$ cat config.mk
export PLATFORM = sky130hd
export DESIGN_NAME = aes_job_scheduler
export DESIGN_NICKNAME = d
export VERILOG_FILES = /design/src/rtl/aes_sched_pkg.sv /design/src/rtl/aes_rr_arb2.sv /design/src/rtl/aes_job_scheduler.sv
export SDC_FILE = /design/constraint.sdc
export NUM_CORES = 1
export LEC_CHECK = 0
export ABC_AREA = 1
export CAP_MARGIN = 40
export CORE_AREA = 2 2 401 403
export DETAILED_ROUTE_END_ITERATION = 6
export DIE_AREA = 0 0 403 405
export PLACE_DENSITY = 0.4
export SLEW_MARGIN = 20
export SYNTH_ARGS = -nofsm -noshare
export SYNTH_HDL_FRONTEND = slang
export SYNTH_HIERARCHICAL = 1
export SYNTH_SLANG_ARGS = --single-unit
$ cat constraint.sdc
create_clock -name clock -period 5.5 [get_ports clock]
set_clock_uncertainty 0.1 [all_clocks]
set_input_delay 0.55 -clock clock [delete_from_list [all_inputs] [get_ports clock]]
set_output_delay 0.55 -clock clock [all_outputs]
set_load 0.1 [all_outputs]
$ cat src/rtl/aes_sched_pkg.sv
// Shared types and constants for the AES job scheduler.
package aes_sched_pkg;

    localparam int AES_BLOCK_W = 128;
    localparam int DEF_LATENCY = 35;
    localparam int DEF_CNT_W   = 6;

    typedef enum logic [1:0] {
        ST_IDLE = 2'd0,
        ST_WAIT = 2'd1,
        ST_RESP = 2'd2
    } sched_state_e;

endpackage

$ cat src/rtl/aes_rr_arb2.sv
// Two-way round-robin arbiter: a lone requester always wins; on a tie the
// requester that was not served last wins.
module aes_rr_arb2 (
    input  logic valid0_i,
    input  logic valid1_i,
    input  logic last_i,
    output logic gnt0_o,
    output logic gnt1_o
);

    // Grant decode from the two valids and the last-served bit.
    always_comb begin
        gnt0_o = 1'b0;
        gnt1_o = 1'b0;
        if (valid0_i && valid1_i) begin
            if (last_i) begin
                gnt0_o = 1'b1;
            end else begin
                gnt1_o = 1'b1;
            end
        end else if (valid0_i) begin
            gnt0_o = 1'b1;
        end else if (valid1_i) begin
            gnt1_o = 1'b1;
        end else begin
            gnt0_o = 1'b0;
            gnt1_o = 1'b0;
        end
    end

endmodule

$ cat src/rtl/aes_job_scheduler.sv
// Feeds one AES job at a time from two requesters into an external
// fixed-latency AES core and returns the ciphertext with the requester id.
module aes_job_scheduler
    import aes_sched_pkg::*;
#(
    parameter int LATENCY = DEF_LATENCY,
    parameter int CNT_W   = DEF_CNT_W
) (
    input  logic                   clock,
    input  logic                   resetn,
    input  logic                   req0_valid,
    input  logic                   req1_valid,
    output logic                   req0_ready,
    output logic                   req1_ready,
    input  logic [AES_BLOCK_W-1:0] req0_data,
    input  logic [AES_BLOCK_W-1:0] req1_data,
    input  logic [AES_BLOCK_W-1:0] req0_key,
    input  logic [AES_BLOCK_W-1:0] req1_key,
    output logic [AES_BLOCK_W-1:0] core_data_in,
    output logic [AES_BLOCK_W-1:0] core_key,
    input  logic [AES_BLOCK_W-1:0] core_data_out,
    output logic                   rsp_valid,
    input  logic                   rsp_ready,
    output logic [AES_BLOCK_W-1:0] rsp_data,
    output logic                   rsp_id,
    output logic                   busy
);

    localparam logic [CNT_W-1:0] LAT_C   = CNT_W'(LATENCY);
    localparam logic [CNT_W-1:0] CNT_ONE = CNT_W'(1);

    sched_state_e           state_q, state_d;
    logic [CNT_W-1:0]       cnt_q, cnt_d;
    logic                   last_q, last_d;
    logic                   id_q, id_d;
    logic                   rv_q, rv_d;
    logic [AES_BLOCK_W-1:0] rdata_q, rdata_d;
    logic [AES_BLOCK_W-1:0] opd_q, opd_d;
    logic [AES_BLOCK_W-1:0] opk_q, opk_d;
    logic                   gnt0_s, gnt1_s;

    aes_rr_arb2 u_arb (
        .valid0_i (req0_valid),
        .valid1_i (req1_valid),
        .last_i   (last_q),
        .gnt0_o   (gnt0_s),
        .gnt1_o   (gnt1_s)
    );

    // Next-state, operand capture, latency count and result capture.
    always_comb begin
        state_d    = state_q;
        cnt_d      = cnt_q;
        last_d     = last_q;
        id_d       = id_q;
        rv_d       = rv_q;
        rdata_d    = rdata_q;
        opd_d      = opd_q;
        opk_d      = opk_q;
        req0_ready = 1'b0;
        req1_ready = 1'b0;
        case (state_q)
            ST_IDLE: begin
                req0_ready = gnt0_s;
                req1_ready = gnt1_s;
                if (gnt0_s) begin
                    opd_d   = req0_data;
                    opk_d   = req0_key;
                    last_d  = 1'b0;
                    id_d    = 1'b0;
                    cnt_d   = CNT_ONE;
                    state_d = ST_WAIT;
                end else if (gnt1_s) begin
                    opd_d   = req1_data;
                    opk_d   = req1_key;
                    last_d  = 1'b1;
                    id_d    = 1'b1;
                    cnt_d   = CNT_ONE;
                    state_d = ST_WAIT;
                end else begin
                    state_d = ST_IDLE;
                end
            end
            ST_WAIT: begin
                // The count stops at LATENCY, so it can never wrap.
                if (cnt_q == LAT_C) begin
                    rdata_d = core_data_out;
                    rv_d    = 1'b1;
                    state_d = ST_RESP;
                end else begin
                    cnt_d = cnt_q + CNT_ONE;
                end
            end
            ST_RESP: begin
                if (rsp_ready) begin
                    rv_d    = 1'b0;
                    state_d = ST_IDLE;
                end else begin
                    state_d = ST_RESP;
                end
            end
            default: begin
                rv_d    = 1'b0;
                state_d = ST_IDLE;
            end
        endcase
    end

    // State and datapath registers; reset aborts any job in flight.
    always_ff @(posedge clock or negedge resetn) begin
        if (!resetn) begin
            state_q <= ST_IDLE;
            cnt_q   <= '0;
            last_q  <= 1'b1;
            id_q    <= 1'b0;
            rv_q    <= 1'b0;
            rdata_q <= '0;
            opd_q   <= '0;
            opk_q   <= '0;
        end else begin
            state_q <= state_d;
            cnt_q   <= cnt_d;
            last_q  <= last_d;
            id_q    <= id_d;
            rv_q    <= rv_d;
            rdata_q <= rdata_d;
            opd_q   <= opd_d;
            opk_q   <= opk_d;
        end
    end

    assign core_data_in = opd_q;
    assign core_key     = opk_q;
    assign rsp_valid    = rv_q;
    assign rsp_data     = rdata_q;
    assign rsp_id       = id_q;
    assign busy         = (state_q != ST_IDLE);

endmodule

Word-level counts from Yosys, hierarchy flattened
Index checks and enable logic that the tools add are counted.
{"block": "word_totals", "ff_bits": 395, "input_bits": 645, "output_inout_bits": 389, "elab_cells": 53}
{"block": "classes", "n_addsub": 1, "n_eq_ne": 7, "n_mux": 27, "bitwise": 1, "n_reduce_logical": 9}
{"operator": "$mux W128", "count": 4}
{"operator": "$mux W6", "count": 3}
{"operator": "$mux W1", "count": 15}
{"operator": "$pmux W6 S2", "count": 1}
{"operator": "$add A6 B1 Y6 const B", "count": 1}
{"operator": "$eq A6 B6 Y1 const B", "count": 1}
{"operator": "$ne A2 B2 Y1 const B", "count": 3}
{"operator": "$pmux W2 S3", "count": 1}
{"operator": "$reduce_and A3 Y1", "count": 2}
{"operator": "$reduce_bool A2 Y1", "count": 3}
{"operator": "$mux W2", "count": 2}
{"operator": "$reduce_and A2 Y1", "count": 2}
{"operator": "$ne A3 B3 Y1 const B", "count": 1}
{"operator": "$pmux W1 S3", "count": 1}
{"operator": "$eq A2 B1 Y1 const B", "count": 1}
{"operator": "$eq A2 B2 Y1 const B", "count": 1}
{"operator": "$logic_not A2 Y1", "count": 1}
{"operator": "$logic_and A1 B1 Y1", "count": 1}
{"operator": "$not A1 Y1", "count": 1}

Longest topological paths before layout
Gate-level depths: netlist of the first run.
{"block": "depth", "depth_word": 6, "ltp_mapped": 11, "ltp_nobuf": 8}

Modules after synthesis
Netlist of the first run, hierarchy kept.
{"mod": "aes_job_scheduler", "n_inst": 1, "cells_each": 2031, "area_per_inst_um2": 17650.7, "seq_area_each_um2": 9885.7}
{"mod": "aes_rr_arb2", "n_inst": 1, "cells_each": 5, "area_per_inst_um2": 21.3, "seq_area_each_um2": 0.0}

Least setup slack after synthesis of the first run
Ideal clock, no wire load.
{"block": "synth_path", "path_kind": "input port to output port", "startpoint": "input req1_valid", "endpoint": "output req0_ready", "arrival_time_ns": 2.317, "required_time_ns": 4.850, "slack_ns": 2.533, "stages": 6, "n_path_buf": 1, "cell_sequence": "inv_1 nand2_1 nand2_1 inv_2 clkbuf_1 nor2_1"}
{"block": "synth_between", "elab_chain_len": 3}
{"element": "start, declared", "line_no": "aes_job_scheduler.sv:12", "rtl": "input logic req1_valid,"}
{"element": "$logic_and A1 B1 Y1", "line_no": "aes_rr_arb2.sv:15", "rtl": "if (valid0_i && valid1_i) begin"}
{"element": "$mux W1", "line_no": "aes_rr_arb2.sv:15"}
{"element": "via gnt0_s", "line_no": "aes_job_scheduler.sv:40", "rtl": "logic gnt0_s, gnt1_s;"}
{"element": "$mux W1", "line_no": "aes_job_scheduler.sv:62", "rtl": "case (state_q)"}
{"element": "end, declared", "line_no": "aes_job_scheduler.sv:13", "rtl": "output logic req0_ready,"}
The timed path passes the listed nets, and every way through them passes these cells.

Final worst setup path of the first run
{"block": "layout_path", "startpoint": "register last_q", "endpoint": "output req0_ready"}
{"block": "layout_between", "elab_chain_len": 3}
{"element": "start, declared", "line_no": "aes_job_scheduler.sv:34", "rtl": "logic last_q, last_d;"}
{"element": "start signal, assigned", "line_no": "aes_job_scheduler.sv:123", "rtl": "last_q <= last_d;"}
{"element": "$mux W1", "line_no": "aes_rr_arb2.sv:16", "rtl": "if (last_i) begin"}
{"element": "$mux W1", "line_no": "aes_rr_arb2.sv:15"}
{"element": "via gnt0_s", "line_no": "aes_job_scheduler.sv:40"}
{"element": "$mux W1", "line_no": "aes_job_scheduler.sv:62"}
The timed path passes the listed nets, and every way through them passes these cells.

==> flow_metrics.py, run 1 <==
metrics = {
    "timing": {
        "layout_setup_ws_ps": 1845,
        "period_needed_ps": 3655,
        "whs_ps": 353.9,
        "rsz0062_at_grt": "no",
        "slew_headroom_pct": 30.59,
        "finalSetupTns_ps": 0,
        "post-route-period-util_pct": 66.45,
        "tightestPinTransition_ps": 1030,
        "setup_violations": 0,
        "fmax_mhz": 273.6,
        "hold_violations": 0,
        "finalMaxSlewViolations": 0,
    },
    "clocking": {
        "cts-root-buf": "clkbuf_16",
        "clkLatencyLatePin_ps": 650,
        "tritoncts": "done",
        "clk_pin_slew_ps": 60,
        "h-tree-depth": 2,
        "cts_sinks": 395,
        "cts_resized": 0,
        "cts_buffer_depth": 3,
        "numCtsBuffers": 55,
    },
    "finish": {
        "drive_above_1_share_pct": 22.29,
        "finalNonFillerCells": 5516,
        "synthToLayoutAreaGrowth_pct": 131.2,
        "finalNetCount": 4005,
    },
    "synth": {
        "syn-cell-area_um2": 17670,
        "synth_nets": 2682,
        "synth-edff-count": 0,
        "synth.top_cell.area_share_pct": 55.79,
        "ys_ff_latch": 395,
        "async_flop_share_pct": 100.0,
        "postSynthAreaPerCell_um2": 8.680,
        "yosysMostFrequentCell": "nand2_1",
        "yosysSeqAreaShare_pct": 55.94,
        "synth.area.top_cells": "dfrtp_1 56%, nand2_1 11%, or2_2 8.2%",
        "ys_top_cells_by_count": "535 x nand2_1, 394 x dfrtp_1, 265 x o21ai_0, 248 x o21ai_1, 233 x or2_2",
        "netlist_instances": 2036,
        "yosysWarnings": 6,
        "ys.flop_type": "dfrtp_1",
        "ys_types": 23,
        "yosysTopAreaCell": "dfrtp_1",
    },
    "worst_hold_path": {
        "hp-class": "in2reg",
    },
    "detailed_routing": {
        "drtPass1Iterations": 5,
        "antenna_left": 0,
        "wl_mm": 114.0,
        "wl_met1_mm": 46.98,
        "drc": 0,
        "vias": 19560,
        "initialDrtViolationCount": 1183,
        "detail_route.wl_per_cell_um": 20.66,
        "wl_met3_mm": 7.451,
        "met2RoutedLength_mm": 54.92,
        "viasPerCell": 3.545,
        "highest_layer": "met5",
    },
    "grt": {
        "grt_pass1_vias": 20440,
        "grt_max_degree": 134,
        "track_usage_pct": 13.50,
        "grt_overflow": 0,
        "grt_pass1_wl_mm": 157.9,
        "antenna_found_initial": 66,
    },
    "setup_path": {
        "crit_slowest_cell": "dfstp_2",
        "crit_required_ps": 4850,
        "path_max_fanout": 72,
        "cp-end-kind": "output pin",
        "cp-start-kind": "register",
        "cpPeakStageDelay_ps": 560,
        "crit_chain": "nand3_1 > nand2_4 > inv_6 > nor2_1 > buf_4",
        "arrival_ps": 3000,
        "path_class": "reg2out",
    },
    "floorplanning": {
        "fp.dieH_um": 405,
        "start_util_pct": 11.09,
        "die_w_um": 403,
        "io_pins": 1034,
        "dieArea_um2": 163200,
        "row_count": 147,
        "core_um2": 159300,
    },
    "power": {
        "leakage_nw": 17.15,
        "vdd_drop_max_mv": 0.5708,
        "powerDensity_nw_per_um2": 805.0,
    },
    "outcome": {
        "status": "completed",
    },
    "placed_design": {
        "numPlacedInstances": 5387,
        "place_ws_ps": 1833,
        "port_buffers": 1033,
        "dp_hpwl_mm": 88.38,
        "place_congestion": 0.8856,
    },
    "flow_run": {
        "max_cap_viol_count": 0,
    },
}
[cells by family after synthesis]
kind of cell	after synthesis	share of synthesized area (%)
AO/OA/AOI/OAI	520	14.78
adder cells (fa/ha/maj)	1	0.07079
buffers and inverters	173	4.432
flip-flops	395	55.94
AND/OR/NAND/NOR	947	24.77
[cell type report]
cell class	instances	area (µm²)
timing repair buffer	1421	19230
clock inverter	21	280.3
sequential	395	9886
tap	2086	2610
clock buffer	82	1678
fill	16720	118400
antenna	25	62.56
multi-input combinational	1468	7030
inverter	18	80.08
[where the power goes]
part | internal (mW) | switching, mW | total [mW]
clock | 2.34 | 1.54 | 3.89
sequential | 4.33 | 0.836 | 5.16
combinational | 9.30 | 14.5 | 23.8
total | 16.0 | 16.9 | 32.9
[through the flow]
stage / total power [mW] / util, % / cell area (µm²)
6_report: 32.89 / 25.65 / 40860
5_1_grt: 34.17 / 25.64 / 40830
4_1_cts: 33.33 / 25.61 / 40800
3_5_place_dp: 29.20 / 24.38 / 38830
3_3_place_gp: 22.15 / 18.98 / 30230
2_1_floorplan: 17.19 / - / 17670
[per-layer routing]
layer	vias to the layer above	GRT usage [%]
met5	-	0
met4	40	5.703
met3	216	3.833
met2	691	22.29
met1	9238	16.38
li1	9370	-
[path summary, 6_finish.rpt]
kind	startpoint	end	slack, ps	cells past startpoint
min in group asynchronous	resetn	core_key[111]$_DFFE_PN0P_	380	2
max reg2reg	last_q$_DFFE_PN1P_	core_key[0]$_DFFE_PN0P_	2480	7
max in group asynchronous	resetn	core_key[93]$_DFFE_PN0P_	3680	3
min reg2reg	rsp_data[98]$_DFFE_PN0P_	rsp_data[98]$_DFFE_PN0P_	370	2
max	last_q$_DFFE_PN1P_	req0_ready	1850	5
min	core_data_out[87]	rsp_data[87]$_DFFE_PN0P_	350	3
[placed cells by master (no fill, tap or decap), drive strengths merged, types with 20 or more instances in the layout]
cell type	n
clkdlybuf4s50	999
nand2	536
o21ai	513
buf	421
dfrtp	394
or2	256
nand3	142
clkbuf	82
diode	25
inv	20
[state kept, by name, indices dropped and copies added, names as in the netlist]
register      cells
last_q            1
rsp_id            1
state_q           2
rsp_valid         1
core_key        128
cnt_q             6
core_data_in    128
rsp_data        128
[critical path, delay by kind of cell, from the launching register on]
family	cells	cell delay (ps)
flops	1	560
buf+inv	2	690
simple gates	3	970
[repair_timing]
| action | CTS | global route |
|---|---|---|
| endpoints found under the hold margin | 56 | 0 |
| hold buffers | 1 | 0 |
| buffers inserted | 0 | 0 |
Power figures use the tool's default switching activity.
==> run 2, diff against run 1 <==
- CORE_AREA: 2 2 401 403 -> 2 2 405 407
- DIE_AREA: 0 0 403 405 -> 0 0 407 409
- PLACE_DENSITY: 0.4 -> 0.39
- clock period: 5.5 -> 3.8 ns (I/O delays scaled with it)
==> run 2 against run 1 <==
The flow now finishes with violations (DRC). Via count increased by 0.88%. Core utilization decreased by 0.16 points. Count of clock-buffer cells in the layout decreased by 12. Register-to-register slack got worse by 970 ps. Non-clock buffer count increased by 18. Critical path type unchanged. Largest cell class unchanged.
==> flow_metrics.py, run 2 (synthesis gave the netlist of run 1 again) <==
metrics = {
    "outcome": {
        "status": "finished, violations left",
        "violations": "DRC",
    },
    "power": {
        "powerDensity_nw_per_um2": 1164,
        "vdd_drop_max_mv": 0.9601,
        "leakage_nw": 17.31,
        "totalPowerFinal_mw": 48.07,
    },
    "detailed_routing": {
        "antenna_left": 0,
        "wl_mm": 118.2,
        "vias": 19730,
        "drc": 2,
        "initialDrtViolationCount": 1172,
        "detail_route.wl_per_cell_um": 21.07,
        "drtPass1Iterations": 7,
        "viasPerCell": 3.516,
    },
    "grt": {
        "grt_pass1_wl_mm": 161.8,
        "grt_overflow": 0,
        "grt_max_degree": 134,
        "antenna_found_initial": 66,
        "grt_pass1_vias": 20620,
        "track_usage_pct": 13.75,
    },
    "timing": {
        "layout_setup_ws_ps": 1043,
        "finalSetupTns_ps": 0,
        "slew_headroom_pct": 33.70,
        "rsz0062_at_grt": "no",
        "whs_ps": 185.3,
        "setup_violations": 0,
        "period_needed_ps": 2757,
        "fmax_mhz": 362.7,
        "finalMaxSlewViolations": 0,
        "tightestPinTransition_ps": 994.6,
        "hold_violations": 0,
        "post-route-period-util_pct": 72.56,
    },
    "setup_path": {
        "reg2reg_setup_slack_ps": 1510,
        "path_class": "reg2out",
        "cp-end-kind": "output pin",
        "arrival_ps": 2280,
        "reg2reg_depth": 8,
        "cp-start-kind": "register",
        "crit-reg2reg-launch": "last_q$_DFFE_PN1P_",
        "r2r_end": "core_key[124]$_DFFE_PN0P_",
        "crit_required_ps": 3320,
        "path_max_fanout": 70,
    },
    "finish": {
        "utilization_pct": 25.50,
        "synthToLayoutAreaGrowth_pct": 133.8,
        "final_area_um2": 41310,
        "finalNetCount": 4022,
        "drive_above_1_share_pct": 22.72,
        "final_common_cell": "clkdlybuf4s50_1",
        "finalNonFillerCells": 5611,
        "final_cell_mix": "999 x clkdlybuf4s50_1, 533 x nand2_1, 394 x dfrtp_1",
    },
    "clocking": {
        "h-tree-depth": 2,
        "tritoncts": "done",
        "cts_buffer_depth": 3,
        "numCtsBuffers": 54,
        "cts_resized": 0,
        "cts-root-buf": "clkbuf_16",
        "clk_pin_slew_ps": 60,
        "clkLatencyLatePin_ps": 650,
        "cts_sinks": 395,
    },
    "floorplanning": {
        "io_pins": 1034,
        "die_w_um": 407,
        "core_um2": 162000,
        "start_util_pct": 10.91,
        "row_count": 148,
        "fp.dieH_um": 409,
        "dieArea_um2": 166500,
    },
    "placed_design": {
        "dp_hpwl_mm": 93.63,
        "numPlacedInstances": 5494,
        "place_congestion": 0.8469,
        "port_buffers": 1033,
        "place_ws_ps": 971.6,
        "place_area_um2": 39390,
    },
    "flow_run": {
        "max_cap_viol_count": 0,
    },
    "worst_hold_path": {
        "holdCritStartpoint": "core_data_out[96]",
        "hold_path_depth": 3,
        "hold_path_end": "rsp_data[96]$_DFFE_PN0P_",
        "hp-class": "in2reg",
    },
}
[run 2: changes by cell type in the layout (fill, tap and decap cells not counted), moves of 2 or more]
| cell | delta |
|---|---|
| buf_12 | +6 |
| buf_16 | +19 |
| buf_4 | +12 |
| buf_8 | -19 |
| clkbuf_1 | -3 |
| clkbuf_8 | -8 |
| clkinv_2 | +6 |
| clkinv_4 | +2 |
| diode_2 | -9 |
[run 2: what timing repair did]
action | CTS | global route
hold buffers | 1 | 0
setup buffers | 0 | 0
hold endpoints to repair | 70 | 0
[run 2: area by class of cell]
class                   instances  area (µm²)
clock inverters                30       339.1
inverters                      18       80.08
clock buffers                  70        1531
well taps                    2175        2721
flip-flops and latches        395        9886
multi-input cells            1468        7030
fillers                     16950      120700
repair buffers               1439       19680
diodes                         16       40.04
[run 2: worst max path at each step]
stage,startpoint,end,cells after the start
floorplan,state_q[0]$_DFFE_PN0P_,req1_ready,3
detailed placement,req1_valid,core_data_in[46]$_DFFE_PN0P_,9
global placement,req1_valid,core_data_in[125]$_DFFE_PN0P_,10
finish,last_q$_DFFE_PN1P_,req0_ready,5
CTS,last_q$_DFFE_PN1P_,req0_ready,5
global route,last_q$_DFFE_PN1P_,req0_ready,5
[run 2: metal layers]
layer,global-route usage [%],vias up,part of all wire [%]
li1,-,9391,-
met1,16.02,9337,39
met2,23.52,757,50
met3,3.908,206,7.5
met4,5.556,36,3.8
met5,0,-,0.21
[run 2: power by group]
part	switching, mW	internal (mW)
registers	1.36	6.26
logic	21.2	13.8
clock network	2.24	3.19
[run 2: worst max-delay path, cell delays in order, from the launching register on]
cell	delay, ps
dfstp_2	540
nand3_1	110
nand2_4	140
inv_6	170
nor2_1	420
buf_12	230
==> run 3, diff against run 2 <==
- CORE_AREA: 2 2 405 407 -> 2 2 398 400
- DIE_AREA: 0 0 407 409 -> 0 0 400 402
- PLACE_DENSITY: 0.39 -> 0.41
- clock period: 3.8 -> 2.45 ns (I/O delays scaled with it)
==> run 3 against run 2 <==
The flow now finishes without violations. Via count down 6.2%. Critical path depth is 1 higher. Sequential cell count did not move. Cell count decreased by 7.3%. First-iteration DRC count fell by 17%. Critical path type unchanged.
==> flow_metrics.py, run 3 (synthesis gave the netlist of run 1 again) <==
metrics = {
    "outcome": {
        "status": "completed",
    },
    "finish": {
        "nFillCells": 17570,
        "drive_above_1_share_pct": 26.32,
        "multi_input_area_um2": 7046,
        "final_cell_mix": "643 x clkdlybuf4s50_1, 533 x nand2_1, 454 x buf_4",
        "final_common_cell": "clkdlybuf4s50_1",
        "finalNetCount": 3723,
        "synthToLayoutAreaGrowth_pct": 82.07,
        "layout.area.seq_um2": 9886,
    },
    "detailed_routing": {
        "wl_mm": 109.2,
        "antenna_left": 0,
        "drtPass1Iterations": 5,
        "vias": 18500,
        "drc": 0,
        "detail_route.wl_per_cell_um": 20.99,
        "viasPerCell": 3.554,
        "initialDrtViolationCount": 976,
    },
    "timing": {
        "hold_violations": 0,
        "post-route-period-util_pct": 93.72,
        "setup_violations": 0,
        "fmax_mhz": 435.5,
        "period_needed_ps": 2296,
        "finalMaxSlewViolations": 0,
        "slew_headroom_pct": 56.65,
        "rsz0062_at_grt": "no",
        "tightestPinTransition_ps": 650.2,
        "finalSetupTns_ps": 0,
    },
    "floorplanning": {
        "die_w_um": 400,
        "row_count": 146,
        "dieArea_um2": 160800,
        "core_um2": 157100,
        "fp.dieH_um": 402,
        "io_pins": 1034,
        "start_util_pct": 11.25,
    },
    "flow_run": {
        "max_cap_viol_count": 0,
    },
    "grt": {
        "grt_overflow": 0,
        "grt_pass1_wl_mm": 146.8,
        "track_usage_pct": 12.95,
        "grt_max_degree": 102,
        "antenna_found_initial": 70,
        "grt_pass1_vias": 18690,
    },
    "clocking": {
        "cts_sinks": 395,
        "tritoncts": "done",
        "clk_pin_slew_ps": 60,
        "cts-root-buf": "clkbuf_16",
        "cts_buffer_depth": 3,
        "numCtsBuffers": 53,
        "clkLatencyLatePin_ps": 620,
        "h-tree-depth": 2,
    },
    "setup_path": {
        "path_max_fanout": 7,
        "path_class": "reg2out",
        "crit_required_ps": 2110,
        "arrival_ps": 1950,
        "crit-reg2reg-launch": "last_q$_DFFE_PN1P_",
        "cp-end-kind": "output pin",
        "setup.worst_path.start": "last_q$_DFFE_PN1P_",
        "cp-start-kind": "register",
    },
    "placed_design": {
        "place_congestion": 0.8157,
        "port_buffers": 1033,
        "dp_hpwl_mm": 86.49,
    },
    "worst_hold_path": {
        "hp-class": "in2async",
    },
}
==> run 3: cell types whose count changed in the layout (fill, tap and decap cells not counted), sizes merged, moves of 10 or more <==
cell	before	now
buf	439	484
clkdlybuf4s50	999	643
clkinv	19	9
dlygate4sd3	1	12
==> run 3: area by class of cell <==
class	count	share of cell area, %
Timing Repair Buffer	1141	33.05
Clock buffer	73	4.830
Tap cell	2072	8.057
Inverter	18	0.2566
Antenna cell	13	0.1011
Sequential cell	395	30.72
Clock inverter	24	1.089
Multi-Input combinational cell	1468	21.90
==> run 3: stage by stage <==
stage | utilization (%) | setup slack [ps] | cells | cell area [µm²] | hold WS (ps)
floorplan | - | 282.2 | 2036 | 17680 | -150.6
global placement | 19.10 | 38.89 | 5076 | 30000 | 137.2
detailed placement | 19.10 | 39.55 | 5076 | 30000 | 138.9
CTS | 20.45 | 1.328 | 5189 | 32120 | 0.4134
global route | 20.47 | 6.022 | 5196 | 32160 | 34.13
finish | 20.48 | 153.8 | 5204 | 32180 | 72.88
==> run 3: worst max-delay path, stage by stage (launching register included) <==
cell and delay, ps:
dfstp_2 560, nand3_2 90, nand2_4 110, inv_8 80, buf_16 150, nor2_4 140, buf_12 190
==> run 3: final timing paths <==
kind | endpoint | slack, ps | cells after the start
setup / recovery | req0_ready | 150 | 6
hold / removal | rsp_data[60]$_DFFE_PN0P_ | 70 | 2
setup reg to reg | core_data_in[102]$_DFFE_PN0P_ | 180 | 12
hold reg to reg | rsp_data[106]$_DFFE_PN0P_ | 370 | 2
max in group asynchronous | core_data_in[2]$_DFFE_PN0P_ | 1330 | 4
min in group clock | rsp_data[23]$_DFFE_PN0P_ | 80 | 3
==> run 3: timing repair <==
item	CTS	global route
hold endpoints to repair	234	0
endpoints found under the setup margin	1	1
gates cloned	2	0
hold buffers	12	0
setup buffers	2	2
pin swaps	2	2
resized for setup	3	1
==> run 3: layer usage <==
layer	track usage, %	wire, µm	vias up
met5	0	319	-
met4	4.140	3428	50
met3	5.256	10810	194
met2	21.74	52070	749
met1	14.87	42590	8687
li1	-	-	8816
Power of run 3 is not shown: default switching activity piles up to over one toggle a cycle in this logic, so the estimate is an artifact.
